File: src/rtl/mem_arbiter.sv
// Arbitrates fetch and load/store requests onto one single-port synchronous memory.
// Data wins by default; a starvation counter forces fetch through after STARVE_LIMIT refusals.
module mem_arbiter #(
  parameter int IDX_W        = 10,
  parameter int STARVE_LIMIT = 4
) (
  input  logic             clk,
  input  logic             rst_n,
  // Handshake: a request transfers in the cycle where valid && ready; the requester
  // holds valid and payload stable until then. ready is combinational, at most one per cycle.
  input  logic             i_valid,
  output logic             i_ready,
  input  logic [31:0]      i_addr,
  output logic             i_rsp_valid,
  output logic [31:0]      i_rdata,
  output logic             i_rsp_err,
  input  logic             d_valid,
  output logic             d_ready,
  input  logic [31:0]      d_addr,
  input  logic             d_we,
  input  logic [31:0]      d_wdata,
  input  logic [3:0]       d_wstrb,
  output logic             d_rsp_valid,
  output logic [31:0]      d_rdata,
  output logic             d_rsp_err,
  output logic             mem_en,
  output logic             mem_we,
  output logic [IDX_W-1:0] mem_addr,
  output logic [31:0]      mem_wdata,
  output logic [3:0]       mem_wstrb,
  input  logic [31:0]      mem_rdata
);

  localparam logic [3:0] LIMIT = 4'(STARVE_LIMIT);

  logic [3:0] starve_cnt;
  logic       force_i;
  logic       grant_i;
  logic       grant_d;
  logic       i_mis;
  logic       d_mis;

  // Response tag for the request accepted in the previous cycle.
  logic       tag_valid;
  logic       tag_owner_d;
  logic       tag_load;
  logic       tag_err;

  assign force_i = (starve_cnt >= LIMIT);
  assign i_mis   = (i_addr[1:0] != 2'b00);
  // Sub-word stores are trusted to keep their strobes inside the word.
  assign d_mis   = (!d_we || d_wstrb == 4'hF) && (d_addr[1:0] != 2'b00);

  always_comb begin
    grant_i = 1'b0;
    grant_d = 1'b0;
    if (rst_n) begin
      if (d_valid && !(i_valid && force_i))
        grant_d = 1'b1;
      else if (i_valid)
        grant_i = 1'b1;
    end
  end

  assign i_ready = grant_i;
  assign d_ready = grant_d;

  always_ff @(posedge clk) begin
    if (!rst_n)
      starve_cnt <= 4'd0;
    else if (!i_valid || grant_i)
      starve_cnt <= 4'd0;
    else if (starve_cnt != 4'hF)
      starve_cnt <= starve_cnt + 4'd1;
  end

  always_comb begin
    mem_en    = 1'b0;
    mem_we    = 1'b0;
    mem_addr  = '0;
    mem_wdata = 32'd0;
    mem_wstrb = 4'd0;
    if (grant_i && !i_mis) begin
      mem_en   = 1'b1;
      mem_addr = i_addr[IDX_W+1:2];
    end
    if (grant_d) begin
      mem_wdata = d_wdata;
      mem_wstrb = d_wstrb;
      if (!d_mis) begin
        mem_en   = 1'b1;
        mem_we   = d_we;
        mem_addr = d_addr[IDX_W+1:2];
      end
    end
  end

  always_ff @(posedge clk) begin
    if (!rst_n) begin
      tag_valid   <= 1'b0;
      tag_owner_d <= 1'b0;
      tag_load    <= 1'b0;
      tag_err     <= 1'b0;
    end else begin
      tag_valid   <= grant_i || grant_d;
      tag_owner_d <= grant_d;
      tag_load    <= grant_i || (grant_d && !d_we);
      tag_err     <= grant_i ? i_mis : (grant_d && d_mis);
    end
  end

  // Gating with rst_n drops a response already in flight when reset lands.
  logic        rsp_live;
  logic [31:0] rsp_data;

  assign rsp_live    = tag_valid && rst_n;
  assign rsp_data    = (tag_load && !tag_err) ? mem_rdata : 32'd0;

  assign i_rsp_valid = rsp_live && !tag_owner_d;
  assign i_rsp_err   = i_rsp_valid && tag_err;
  assign i_rdata     = i_rsp_valid ? rsp_data : 32'd0;

  assign d_rsp_valid = rsp_live && tag_owner_d;
  assign d_rsp_err   = d_rsp_valid && tag_err;
  assign d_rdata     = d_rsp_valid ? rsp_data : 32'd0;

endmodule

File: config.mk
export PLATFORM = sky130hd
export DESIGN_NAME = mem_arbiter
export DESIGN_NICKNAME = d
export VERILOG_FILES = /design/src/rtl/mem_arbiter.sv
export SDC_FILE = /design/constraint.sdc
export NUM_CORES = 1
export LEC_CHECK = 0
export ABC_AREA = 1
export CAP_MARGIN = 20
export CORE_AREA = 2 2 98 100
export DETAILED_ROUTE_END_ITERATION = 8
export DIE_AREA = 0 0 100 102
export PLACE_DENSITY = 0.66
export SYNTH_ARGS = -nofsm -noshare
export SYNTH_HDL_FRONTEND = slang
export SYNTH_SLANG_ARGS = --single-unit
export TNS_END_PERCENT = 50
File: constraint.sdc
create_clock -name clk -period 1.2 [get_ports clk]
set_input_delay 0.12 -clock clk [delete_from_list [all_inputs] [get_ports clk]]
set_output_delay 0.12 -clock clk [all_outputs]
set_load 0.03 [all_outputs]
; Yosys cells after proc, flatten, opt, wreduce, memory -nomap -nowiden
; Index checks and enable logic that the tools add are counted.
[word_totals]
reg_bits = 8
in_bits = 137
out_inout_bits = 118
[classes]
n_addsub = 1
magnitude_cmp = 1
eq_ne = 2
n_mux = 19
bitwise_logic = 1
n_reduce_logical = 25
[op_table]
columns = cell, count
row1 = 32-bit two-way mux, 4
row2 = 10-bit two-way mux, 3
row3 = 1-bit logical AND, 12
row4 = 1-bit two-way mux, 11
row5 = 1-bit zero test, 6
row6 = "4-bit by 1-bit adder with 4-bit output, second input constant", 1
row7 = "4-bit == test, second input constant", 1
row8 = "4-bit by 3-bit greater-or-equal comparator with 1-bit output, second input constant", 1
row9 = 1-bit logical OR, 4
row10 = 4-bit two-way mux, 1
row11 = "4-bit != test, second input constant", 1
row12 = 2-bit nonzero test, 2
row13 = 2-bit OR reduction, 1
row14 = 1-bit inverter, 1

; Longest topological paths before layout
; Gate-level depths: netlist of run 1.
[logic_depth]
ltp_word = 10
mapped_depth = 6
depth_no_buf = 5

; Worst setup path after synthesis of run 1
; Ideal clock, no wire load.
[synth_path]
path_kind = register -> output
from = reg tag_valid
to = out i_rdata[0]
t_arrival_ps = 1382
required_ps = 1080
path_slack_ps = -302
stages_incl_launch_ff = 5
path_buffers = 0
path_cell_list = dfxtp_1 > nand2_2 > nor2_4 > inv_2 > nor3_1
[synth_between]
elab_chain_len = 3
[synth_rtl]
columns = element, line
row1 = from (decl), 44  ; logic tag_valid;
row2 = from (signal assigned), 105  ; tag_valid <= grant_i || grant_d;
row3 = 1-bit logical AND, 116  ; assign rsp_live = tag_valid && rst_n;
row4 = 1-bit logical AND, 119  ; assign i_rsp_valid = rsp_live && !tag_owner_d;
row5 = net i_rsp_valid, 14  ; output logic i_rsp_valid,
row6 = 32-bit two-way mux, 121  ; assign i_rdata = i_rsp_valid ? rsp_data : 32'd0;
row7 = to (decl), 15  ; output logic [31:0] i_rdata,
; The timed path passes the listed nets, and every way through them passes these cells.

; Worst setup path in the final report of run 1
[layout_path]
from = reg starve_cnt[2]
to = out mem_wdata[16]
[layout_between]
elab_chain_len = 7
[layout_rtl]
columns = element, line
row1 = from (decl), 36  ; logic [3:0] starve_cnt;
row2 = from (signal assigned), 74  ; starve_cnt <= starve_cnt + 4'd1;
row3 = 4-bit by 3-bit greater-or-equal comparator with 1-bit output, 49  ; assign force_i = (starve_cnt >= LIMIT);
row4 = 1-bit logical AND, 58  ; if (d_valid && !(i_valid && force_i))
row5 = 1-bit zero test, 58
row6 = 1-bit logical AND, 58
row7 = 1-bit two-way mux, 58
row8 = 1-bit two-way mux, 57  ; if (rst_n) begin
row9 = 32-bit two-way mux, 87  ; if (grant_d) begin
row10 = to (decl), 29  ; output logic [31:0] mem_wdata,
; Every way passes these cells.

==> flow_metrics.py, run 1 <==
metrics = {
    "critical_path": {
        "crit_required_ns": 1.08,
        "cpPeakStageDelay_ns": 0.33,
        "crit_path_max_fanout": 7,
        "startpoint": "starve_cnt[2]$_SDFFE_PP0P_",
        "arrival_ns": 1.45,
        "endpoint_kind": "output port",
        "rr_worst_depth": 5,
        "slowest_stage": "dfxtp_2",
        "critPathKind": "flop to output port",
        "reg2reg_from": "starve_cnt[2]$_SDFFE_PP0P_",
        "critPathLaunchType": "flop",
        "crit_chain": "o21ai_4 -> nand3_4 -> clkbuf_16 -> nor2_2 -> buf_6",
    },
    "finish": {
        "nFillCells": 790,
        "synthToLayoutAreaGrowth_pct": 232,
        "final_layout_size_suffix_gt1_frac": 0.537,
        "insertedDiodeCount": 0,
        "nets": 652,
    },
    "clock_network": {
        "cts_buffers": 3,
        "cts_max_level": 1,
        "clkTransAtPathRegs_ns": 0.04,
        "cts-root-buf": "clkbuf_8",
        "clock_sinks": 8,
        "cts_tree": "built",
        "cts_hold_buf": 0,
        "insertion_delay_ns": 0.23,
        "max-clock-path-buffers": 2,
    },
    "pwr": {
        "leakagePower_nw": 2.52,
        "vdd_ir_drop_max_mv": 0.340,
        "total_power_w": 0.00210,
        "power_density_nw_per_um2": 409,
    },
    "yosys": {
        "yosysUniqueCellTypes": 27,
        "synthCells": 273,
        "ys_ff_latch": 8,
        "netlist_area_um2": 1540,
        "synth_mux_area_frac": 0,
        "yosys.cell_count.top_type": "inv_1",
        "netlist.area_leader.share": 0.188,
        "synth_top_cell_by_area": "nor3_2",
        "synth_compound_area_frac": 0.0357,
        "ys_seq_area_frac": 0.104,
        "ys_async_sr_fraction": 0,
        "synthTopCellsByArea": "nor3_2 19%, inv_1 18%, nor3_1 11%",
        "netlist_top_cells_count": "74 x inv_1, 41 x nor2_1, 35 x nor3_1",
        "synthXorXnorAreaFrac": 0.00567,
        "synth_top_family_by_area": "simple AND/OR/NAND/NOR gates",
        "synth_edf_count": 0,
        "syn_avg_cell_area_um2": 5.66,
        "ys_warn_count": 0,
        "synthSimpleGateAreaFrac": 0.570,
        "synth_fp_nets": 411,
        "synth-main-ff-cell": "dfxtp_1",
        "synth_fa_ha_area_frac": 0.00810,
    },
    "placed_design": {
        "routabilityCongestion": 0.798,
        "place_worst_setup_slack_ns": -0.398,
        "dp_hpwl_um": 6420,
        "io_buffers": 214,
    },
    "sta": {
        "setup_violations": 118,
        "fmax_ghz": 0.637,
        "hold_slack_ns": 0.397,
        "fin_ws_ns": -0.371,
        "rsz0062_at_grt": "true",
        "fin_worst_skew_ns": 0.00367,
        "period_needed_ns": 1.57,
        "drv_slew": 0,
        "hold_viol_final": 0,
        "fin_crit_sh": 1.31,
    },
    "detailed_routing": {
        "post_drt_via_cell_ratio": 4.33,
        "drtIter0Drc": 40,
        "dr.pass1.iters": 4,
        "drc": 0,
        "wirelength_um": 8550,
        "vias": 2695,
        "postRouteAntennaNets": 0,
        "wl_per_cell_um": 13.7,
    },
    "run_status": {
        "status": "finished with violations",
        "failed_checks": "negative setup slack",
    },
    "floorplanning": {
        "die_h_um": 102,
        "io_pins": 255,
        "floorplan.initialDensity": 0.170,
        "dieArea_um2": 10200,
        "die_w_um": 100,
        "coreArea_um2": 9110,
        "rows": 35,
    },
    "global_routing": {
        "grt_overflow": 0,
        "grt_pass1_vias": 2613,
        "grt_pass1_wl_um": 12300,
        "grt_max_degree": 28,
        "antenna_found_initial": 0,
        "grt_use_total": 0.148,
    },
    "worst_hold_path": {
        "hp-class": "input port to flop",
        "min-delay-start": "rst_n",
        "hold_path_depth": 3,
    },
    "flow_run": {
        "drv_cap": 0,
    },
}
[registers in the layout, summed over array words and instances, names as in the netlist]
signal	count
starve_cnt	4
tag_err	1
tag_load	1
tag_owner_d	1
tag_valid	1
[layout by cell type, fill, tap and decap left out, drive strengths merged]
cell type      Yosys  layout
clkinv             0       1
nand4             11      11
xnor2              1       1
clkbuf             1       6
nor2              42      42
nand2             22      22
buf               21     158
ha                 1       1
dlygate4sd2        0       2
conb               1       1
or2                2       2
a21oi              3       3
o21ai              5       5
clkdlybuf4s50      0      93
a21boi             1       1
dfxtp              8       8
nand3             14      15
inv               76      76
nor3              64      64
[worst max-delay path: cells and delay by family (launching register included)]
kind,cells,cell delay [ns]
buffers and inverters,2,0.40
and+or+nand+nor,2,0.32
AOI/OAI and AO/OA,1,0.18
DFF,1,0.33
[worst paths after layout]
| check | end | slack, ns |
|---|---|---|
| max reg2reg | tag_valid$_SDFF_PN0_ | 0.03 |
| max | mem_wdata[16] | -0.37 |
| min | tag_err$_SDFF_PN0_ | 0.40 |
| min reg2reg | starve_cnt[1]$_SDFFE_PP0P_ | 0.46 |
[cell type report]
cell class / instances / area [um2] / area share
repair inverters: 1 / 6.26 / 0.00122
well taps: 111 / 139 / 0.0271
inverters: 76 / 298 / 0.0581
repair buffers: 256 / 2790 / 0.544
flip-flops and latches: 8 / 166 / 0.0325
multi-input cells: 168 / 1690 / 0.329
clock buffers: 3 / 41.3 / 0.00805
[metrics by stage]
step                 util  setup TNS, ns  area, um2  instances
CTS                 0.524         -29.26       4780        615
finish              0.563         -28.32       5130        623
global route        0.563         -36.67       5130        623
floorplan               -          -8.47       2080        273
detailed placement  0.475         -39.58       4320        606
global placement    0.475         -38.63       4320        606
[layer usage]
metal	share of wire	vias to the layer above	GRT usage
li1	-	1329	-
met1	0.35	1198	0.161
met2	0.54	160	0.294
met3	0.096	8	0.0308
met4	0.014	0	0.0327
met5	0	-	0
[where the power goes]
| group | leakage, nW | internal, W | switching (W) |
|---|---|---|---|
| sequential | 0.0673 | 0.000282 | 0.0000121 |
| clock | 0.0216 | 0.000216 | 0.0000946 |
| combinational | 2.43 | 0.000713 | 0.000778 |
[logic make-up (layout without fill, tap and decap cells)]
family / after synthesis / count (layout)
buf+inv: 98 / 336
fa+ha+maj: 1 / 1
simple gates: 155 / 156
other cells: 1 / 1
flops: 8 / 8
xor+xnor: 1 / 1
compound gates: 9 / 9
[what timing repair did]
item / CTS / global route
pin swaps: 4 / 2
cloned: 4 / 6
buffers inserted: 2 / 2
endpoints found under the setup margin: 118 / 119
gates resized for setup: 94 / 72
Power figures use the tool's default switching activity.
==> run 2: changes to the inputs <==
- GPL_ROUTABILITY_DRIVEN: default -> 0
==> results of run 2 <==
The final DEF is identical to that of run 1; final timing and power are the same.
